**src/rtl/bit_serial_adder_pkg.sv**
```systemverilog
// Shared definitions for the bit-serial adder: FSM state encoding and the
// legal WIDTH range.
package bit_serial_adder_pkg;

    // Controller states: waiting for operands, shifting bits, holding a result.
    typedef enum logic [1:0] {
        ST_IDLE = 2'd0,
        ST_RUN  = 2'd1,
        ST_HOLD = 2'd2
    } state_t;

    // Legal operand width range.
    localparam int WIDTH_MIN = 2;
    localparam int WIDTH_MAX = 64;

    // True when a requested width lies inside the supported range.
    function automatic bit width_ok(input int w);
        return (w >= WIDTH_MIN) && (w <= WIDTH_MAX);
    endfunction

endpackage

```
**src/rtl/bsa_fa_bit.sv**
```systemverilog
// One-bit full adder used by the bit-serial adder datapath.
module bsa_fa_bit (
    input  logic a,
    input  logic b,
    input  logic c,
    output logic s,
    output logic co
);

    // Sum and majority carry of the three input bits.
    always_comb begin
        s  = a ^ b ^ c;
        co = (a & b) | (a & c) | (b & c);
    end

endmodule

```
**src/rtl/bit_serial_adder.sv**
```systemverilog
// Bit-serial adder: accepts WIDTH-bit operands plus carry-in, adds one bit
// per clock LSB first, then holds S/CO/OV until the consumer takes them.
// Optional feature macro BIT_SERIAL_ADDER_SUB_EN adds a SUB input that turns
// the operation into A-B (B inverted, initial carry forced to 1).
//
// Handshake: a transfer happens on a rising edge where valid and ready are
// both 1. IN_READY is 1 only in IDLE, OUT_VALID is 1 only in HOLD; valid or
// ready seen in any other state is ignored.
module bit_serial_adder
    import bit_serial_adder_pkg::*;
#(
    parameter int WIDTH = 8
) (
    input  logic             CLK,
    input  logic             RSTB,
    input  logic             IN_VALID,
    output logic             IN_READY,
    input  logic [WIDTH-1:0] A,
    input  logic [WIDTH-1:0] B,
    input  logic             CI,
`ifdef BIT_SERIAL_ADDER_SUB_EN
    input  logic             SUB,
`endif
    output logic             OUT_VALID,
    input  logic             OUT_READY,
    output logic [WIDTH-1:0] S,
    output logic             CO,
    output logic             OV,
    output state_t           dbg_state
);

    localparam int CW = (WIDTH > 1) ? $clog2(WIDTH) : 1;
    localparam logic [CW-1:0] LAST_BIT = CW'(WIDTH - 1);

    state_t           state;
    logic [WIDTH-1:0] a_sh;
    logic [WIDTH-1:0] b_sh;
    logic [WIDTH-1:0] s_sh;
    logic             carry;
    logic [CW-1:0]    cnt;

    logic             fa_s;
    logic             fa_co;
    logic [WIDTH-1:0] s_next;
    logic             sub_eff;

`ifdef BIT_SERIAL_ADDER_SUB_EN
    assign sub_eff = SUB;
`else
    assign sub_eff = 1'b0;
`endif

    // The new sum bit enters at the MSB so after WIDTH shifts bit 0 is at the LSB.
    assign s_next    = {fa_s, s_sh[WIDTH-1:1]};
    assign dbg_state = state;

    bsa_fa_bit u_fa (
        .a  (a_sh[0]),
        .b  (b_sh[0]),
        .c  (carry),
        .s  (fa_s),
        .co (fa_co)
    );

    // Controller and datapath: accept, shift one bit per cycle, hold result.
    always_ff @(posedge CLK or negedge RSTB) begin
        if (!RSTB) begin
            state     <= ST_IDLE;
            a_sh      <= '0;
            b_sh      <= '0;
            s_sh      <= '0;
            carry     <= 1'b0;
            cnt       <= '0;
            IN_READY  <= 1'b1;
            OUT_VALID <= 1'b0;
            S         <= '0;
            CO        <= 1'b0;
            OV        <= 1'b0;
        end else begin
            case (state)
                ST_IDLE: begin
                    if (IN_VALID) begin
                        a_sh     <= A;
                        b_sh     <= B ^ {WIDTH{sub_eff}};
                        carry    <= sub_eff ? 1'b1 : CI;
                        s_sh     <= '0;
                        cnt      <= '0;
                        S        <= '0;
                        CO       <= 1'b0;
                        OV       <= 1'b0;
                        IN_READY <= 1'b0;
                        state    <= ST_RUN;
                    end
                end
                ST_RUN: begin
                    a_sh  <= a_sh >> 1;
                    b_sh  <= b_sh >> 1;
                    s_sh  <= s_next;
                    carry <= fa_co;
                    cnt   <= cnt + 1'b1;
                    if (cnt == LAST_BIT) begin
                        // carry currently holds the carry into the MSB.
                        S         <= s_next;
                        CO        <= fa_co;
                        OV        <= carry ^ fa_co;
                        OUT_VALID <= 1'b1;
                        state     <= ST_HOLD;
                    end
                end
                ST_HOLD: begin
                    if (OUT_READY) begin
                        S         <= '0;
                        CO        <= 1'b0;
                        OV        <= 1'b0;
                        OUT_VALID <= 1'b0;
                        IN_READY  <= 1'b1;
                        state     <= ST_IDLE;
                    end
                end
                default: begin
                    OUT_VALID <= 1'b0;
                    IN_READY  <= 1'b1;
                    state     <= ST_IDLE;
                end
            endcase
        end
    end

endmodule

```
**config.mk**
```make
export PLATFORM = sky130hd
export DESIGN_NAME = bit_serial_adder
export DESIGN_NICKNAME = d
export VERILOG_FILES = /design/src/rtl/bit_serial_adder_pkg.sv /design/src/rtl/bsa_fa_bit.sv /design/src/rtl/bit_serial_adder.sv
export SDC_FILE = /design/constraint.sdc
export NUM_CORES = 1
export LEC_CHECK = 0
export BUFFER_PORTS_ARGS = -buffer_cell sky130_fd_sc_hd__buf_4
export CAP_MARGIN = 10
export CORE_MARGIN = 2
export CORE_UTILIZATION = 49
export DETAILED_ROUTE_END_ITERATION = 7
export PLACE_DENSITY_LB_ADDON = 0.08
export SETUP_SLACK_MARGIN = 0.4
export SYNTH_ARGS = -nofsm -noshare
export SYNTH_HDL_FRONTEND = slang
export SYNTH_SLANG_ARGS = --single-unit
```
**constraint.sdc**
```tcl
create_clock -name CLK -period 1.2 [get_ports CLK]
set_input_delay 0.24 -clock CLK [delete_from_list [all_inputs] [get_ports CLK]]
set_output_delay 0.24 -clock CLK [all_outputs]
set_load 0.005 [all_outputs]
```
* Yosys cells after proc, flatten, opt, wreduce, memory -nomap -nowiden
Cells that the tools add are included.
** Storage, ports and cells
- Register bits after elaboration :: 42
- Bits in latches :: 0
- RAM bits :: 0
- Memory bits (read-only) :: 0
- Bits of input ports :: 21
- Output and inout bits :: 14
- Word-level logic and storage cells :: 63
- Memories :: 0
** Cells by class
- Add/subtract/negate cells :: 1
- $mul :: 0
- Div/mod/pow operators :: 0
- Order comparisons :: 0
- Equal/unequal tests :: 6
- Shifts and indexed selects :: 0
- Multiplexer cells :: 27
- Bitwise operators :: 10
- Reductions and logical operators :: 8
** Operator list (count)
- case mux 8 bit (2 select lines) :: 3
- two-way mux 8 bit :: 5
- case mux 8 bit (3 select lines) :: 1
- case mux 1 bit (3 select lines) :: 4
- AND reduction 3 bit :: 3
- two-way mux 1 bit :: 7
- two-way mux 2 bit :: 3
- != test 2 bit (second input constant) :: 3
- case mux 2 bit (3 select lines) :: 1
- case mux 3 bit (2 select lines) :: 1
- AND reduction 4 bit :: 1
- adder 3 x 1 -> 3 bit (second input constant) :: 1
- AND 1 bit :: 3
- == test 3 bit (second input constant) :: 1
- two-way mux 3 bit :: 1
- nonzero test 3 bit :: 1
- bitwise XOR 1 bit :: 3
- == test 2 x 1 -> 1 bit (second input constant) :: 1
- == test 2 bit (second input constant) :: 1
- zero test 2 bit :: 1
- NOT 1 bit :: 2
- OR 1 bit :: 2
- case mux 1 bit (2 select lines) :: 1
- AND reduction 2 bit :: 1
- nonzero test 2 bit :: 1

* Depth between registers and ports, before layout
- Word-level depth :: 6
- Mapped depth :: 5

* By module
Synthesis repeated with hierarchy kept, for this count alone.
** Unflattened totals
- Cells, all modules :: 151
- Area, all modules :: 1801.7 µm²
** By module, submodules not included
- bit_serial_adder :: instances 1, cells an instance 150, area an instance 1781.7 µm²
- bsa_fa_bit :: instances 1, cells an instance 1, area an instance 20.0 µm²

* Worst setup path after synthesis
OpenSTA, ideal clock, no wires.
- Path kind :: flip-flop to flip-flop
- From :: register cnt[0]
- To :: register CO
- Setup time :: 0.121 ns
- Arrival :: 1.249 ns
- Required time :: 1.079 ns
- Setup slack :: -0.169 ns
- Cell stages (with the launch flop) :: 6
- Buffers on the path :: 1
- Clock period less this slack :: 1.369 ns
- Path through :: dfrtp_1 > ha_1 > ha_1 > and2_4 > buf_6 > a22o_1
** Between the ends
- Word-level cells in the longest chain between the ends :: 3
** RTL lines
- start: declaration :: RTL line bit_serial_adder.sv:40 : logic [CW-1:0] cnt;
- start signal: assignment :: RTL line bit_serial_adder.sv:100 : cnt <= cnt + 1'b1;
- == test 3 bit :: RTL line bit_serial_adder.sv:101 : if (cnt == LAST_BIT) begin
- != test 2 bit (no line)
- AND reduction 4 bit (no line)
- end signal: assignment :: RTL line bit_serial_adder.sv:104 : CO <= fa_co;
- end: declaration :: RTL line bit_serial_adder.sv:27 : output logic CO,
No other way between the ends.
A chain may end at the register's enable or synchronous reset.

* Final worst setup path
- From :: register state[1] (netlist: dbg_state[1])
- To :: register S[3]
** Between the ends
- Word-level cells in the longest chain between the ends :: 3
- Elaborated cells on any way between the ends :: 9
** RTL lines
- start: declaration :: RTL line bit_serial_adder.sv:35 : state_t state;
- start signal: assignment :: RTL line bit_serial_adder.sv:68 : state <= ST_IDLE;
- start signal: assignment :: RTL line bit_serial_adder.sv:92 : state <= ST_RUN;
- start signal: assignment :: RTL line bit_serial_adder.sv:107 : state <= ST_HOLD;
- == test 2 x 1 -> 1 bit (tied with other cells) :: RTL line bit_serial_adder.sv:80 : case (state)
- != test 2 bit (no line) or nonzero test 3 bit (tied branches)
- AND reduction 4 bit (no line)
- end signal: assignment :: RTL line bit_serial_adder.sv:103 : S <= s_next;
- end: declaration :: RTL line bit_serial_adder.sv:26 : output logic [WIDTH-1:0] S,
Several ways; a longest one is shown, not always the timed one.

==> reports/qor.txt <==
Clock transition at path regs: 0.08 ns
critical path's largest stage delay: 0.48 ns
Adder-Cell Fraction of Synth Area: 0.0247
power share of the clock group: 0.146
Via Count: 1618
Overall Power: 0.00681 W
Final min period: 1.32 ns
fin worst setup slack: -0.121 ns
Die Area: 4220 um^2
xor/xnor cell area share of the yosys netlist: 0.00481
HPWL after DPL: 2650 um
routability cong.: 0.775
largest net degree at the start of global routing: 42
initial antenna violation count: 0
most frequent cells in the layout: buf_4, dfrtp_1, buf_6
Final setup viols: 35
Pint: 0.00450 W
WL per Instance: 17.5 um
synth warn: 0
commonest non-fill, non-tap cell in the layout: buf_4
io pins: 35
cell area after synthesis: 1820 um^2
diode count: 0
Max Freq: 757 MHz
Power Dens Cells: 2500 nW/um^2
worst-case vdd ir drop: 907 uV
Initial Utilization: 0.505
1st-pass router iterations: 4
max_cap viols: 0
Cells after Synth: 161
Critical Path Sink Type: register
DR vias/cell: 5.68
Sw Ratio: 0.339
Startpoint Class: register
RR Startpoint: dbg_state[1]
first-pass GRT wire length: 7550 um
Final ANT Viol Nets: 0
total track usage: 0.236
Hold Slack: -0.0791 ns
DRT iter0 DRCs: 124
row cnt: 22
CP top delay family: flip-flops
DRC: 0
Cell variety after synth: 23
Yosys top cell area share: 0.550
Crit path required time: 1.43 ns
Gate power share: 0.495
Total Neg Setup Slack: -1.64 ns
post-synthesis sequential area ratio: 0.564
failing checks: hold timing, setup timing
CP startpoint: dbg_state[1]
post-synth top area cell: dfrtp_1
clock latency at the later pin of the worst-skew pair: 0.29 ns
Finished Cell Area: 2730 um^2
fin crit share: 1.10
Worst Tran Pin Value: 0.518 ns
mux cell area share after synthesis: 0.0117
Buffers on Ports: 34
clock sink count: 41
normalized max-slew margin: 0.654
Max Root-Sink Buffers: 2
Synth Area per Inst: 11.3 um^2
layout net count: 260
cell at the root of the clock tree: clkbuf_8
Simple-Gate Fraction of Synth Area: 0.0825
CTS tree: yes
sequential power share: 0.359
Crit Path Max Fanout: 6
worst slack at placement: -0.214 ns
crit path DAT: 1.55 ns
Yosys reg bits: 41
Area contributors post-synth: dfrtp_1, a22o_1, nor2b_1, a22oi_1, a21oi_1
vias in the first global route: 1614
Layout Skew: 0.00653 ns
Die Span Y: 65.0 um
Max Transition Viols Final: 0
Post-DP Area: 2250 um^2
CTS buffer count: 5
Layout area overhead: 49.7%
switching pwr: 0.00231 W
Crit Path Category: register to register
post-synthesis compound-gate area fraction: 0.276
RSZ-0062 raised after global routing: true
Core ar.: 3610 um^2
leak pwr: 1.29 nW
CP Cell Sequence: mux2i_4, a2bb2oi_4, a22o_1
worst min path class: primary input to async pin
H-tree Lvls: 2
share of cells above drive strength 1: 0.447
status: finished with violations
Final Hold Vio Count: 40
GR Overflow Total: 0
Chip Width: 65.0 um
WP buf/inv: 0
Routed WL: 4990 um
main combinational cell family by area after synthesis: compound AO/OA/AOI/OAI gates
Slowest-stage cell, CP: dfrtp_2
Synth Net Count: 185
-- layer usage --
layer / wire [um] / global-route usage
met5: 0 / 0
met4: 99 / 0.0984
met3: 201 / 0.0451
met2: 2690 / 0.414
met1: 2000 / 0.283
-- power groups by stage --
stage          combinational, W  clock (W)  sequential (W)
6_report                0.00337   0.000992         0.00244
3_5_place_dp            0.00232          0         0.00241
2_1_floorplan           0.00144          0         0.00234
5_1_grt                 0.00363    0.00107         0.00249
4_1_cts                 0.00295    0.00100         0.00241
3_3_place_gp            0.00224          0         0.00237
-- final cells by class --
class                           count  area (um^2)
Multi-Input combinational cell    109          851
Timing Repair Buffer               79          684
Fill cell                         247          881
Clock inverter                      1         5.00
Tap cell                           48         60.1
Clock buffer                        7         96.3
Sequential cell                    41         1030
-- registers in the layout (all words and copies together) (netlist names) --
| signal | flops |
|---|---|
| carry | 1 |
| dbg_state | 2 |
| OUT_VALID | 1 |
| a_sh | 8 |
| S | 8 |
| OV | 1 |
| s_sh | 7 |
| IN_READY | 1 |
| cnt | 3 |
| b_sh | 8 |
| CO | 1 |
-- through the flow --
stage          utilization  instances
2_1_floorplan            -        161
3_3_place_gp         0.623        250
3_5_place_dp         0.623        250
4_1_cts              0.722        276
5_1_grt              0.756        285
6_report             0.756        285
-- cell usage after synthesis --
master and instances:
and2_4 1, a21oi_1 19, nand2_1 3, ha_1 2, dfstp_2 1, a21o_1 1
nor2b_1 19, a2bb2oi_2 1, buf_6 1, a22oi_1 15, buf_2 7, o21ai_0 14
o21bai_1 1, o21ai_1 4, nor2_1 3, mux2i_1 1, clkbuf_1 5, mux2_2 1
fa_1 1, o22a_1 1, a22o_1 19, xor2_1 1, dfrtp_1 40
-- path summary, 6_finish.rpt --
check                               end  slack (ns)  cells after the start
setup / recovery                   S[3]       -0.12                      3
hold / removal                     S[3]       -0.08                      1
hold reg to reg                 s_sh[1]        0.52                      1
max in group asynchronous  dbg_state[1]        0.89                      1
setup reg to reg                   S[3]       -0.12                      3
min in group CLK                a_sh[3]        0.21                      3
-- cells by family (layout without fill, tap and decap cells) --
family,after synthesis,count (layout)
AOI/OAI and AO/OA,75,76
xor gates and xnor gates,1,1
adders and majority gates,3,3
buffers and inverters,13,87
DFF,41,41
muxes,2,2
and+or+nand+nor,26,27
-- repair_timing --
action | in CTS | in global routing
gates resized for setup | 33 | 5
endpoints found under the hold margin | 40 | 40
setup endpoints to repair | 55 | 55
gates cloned | 1 | 2
pin swaps | 8 | 6
setup buffers | 17 | 7
Power figures use the tool's default switching activity.
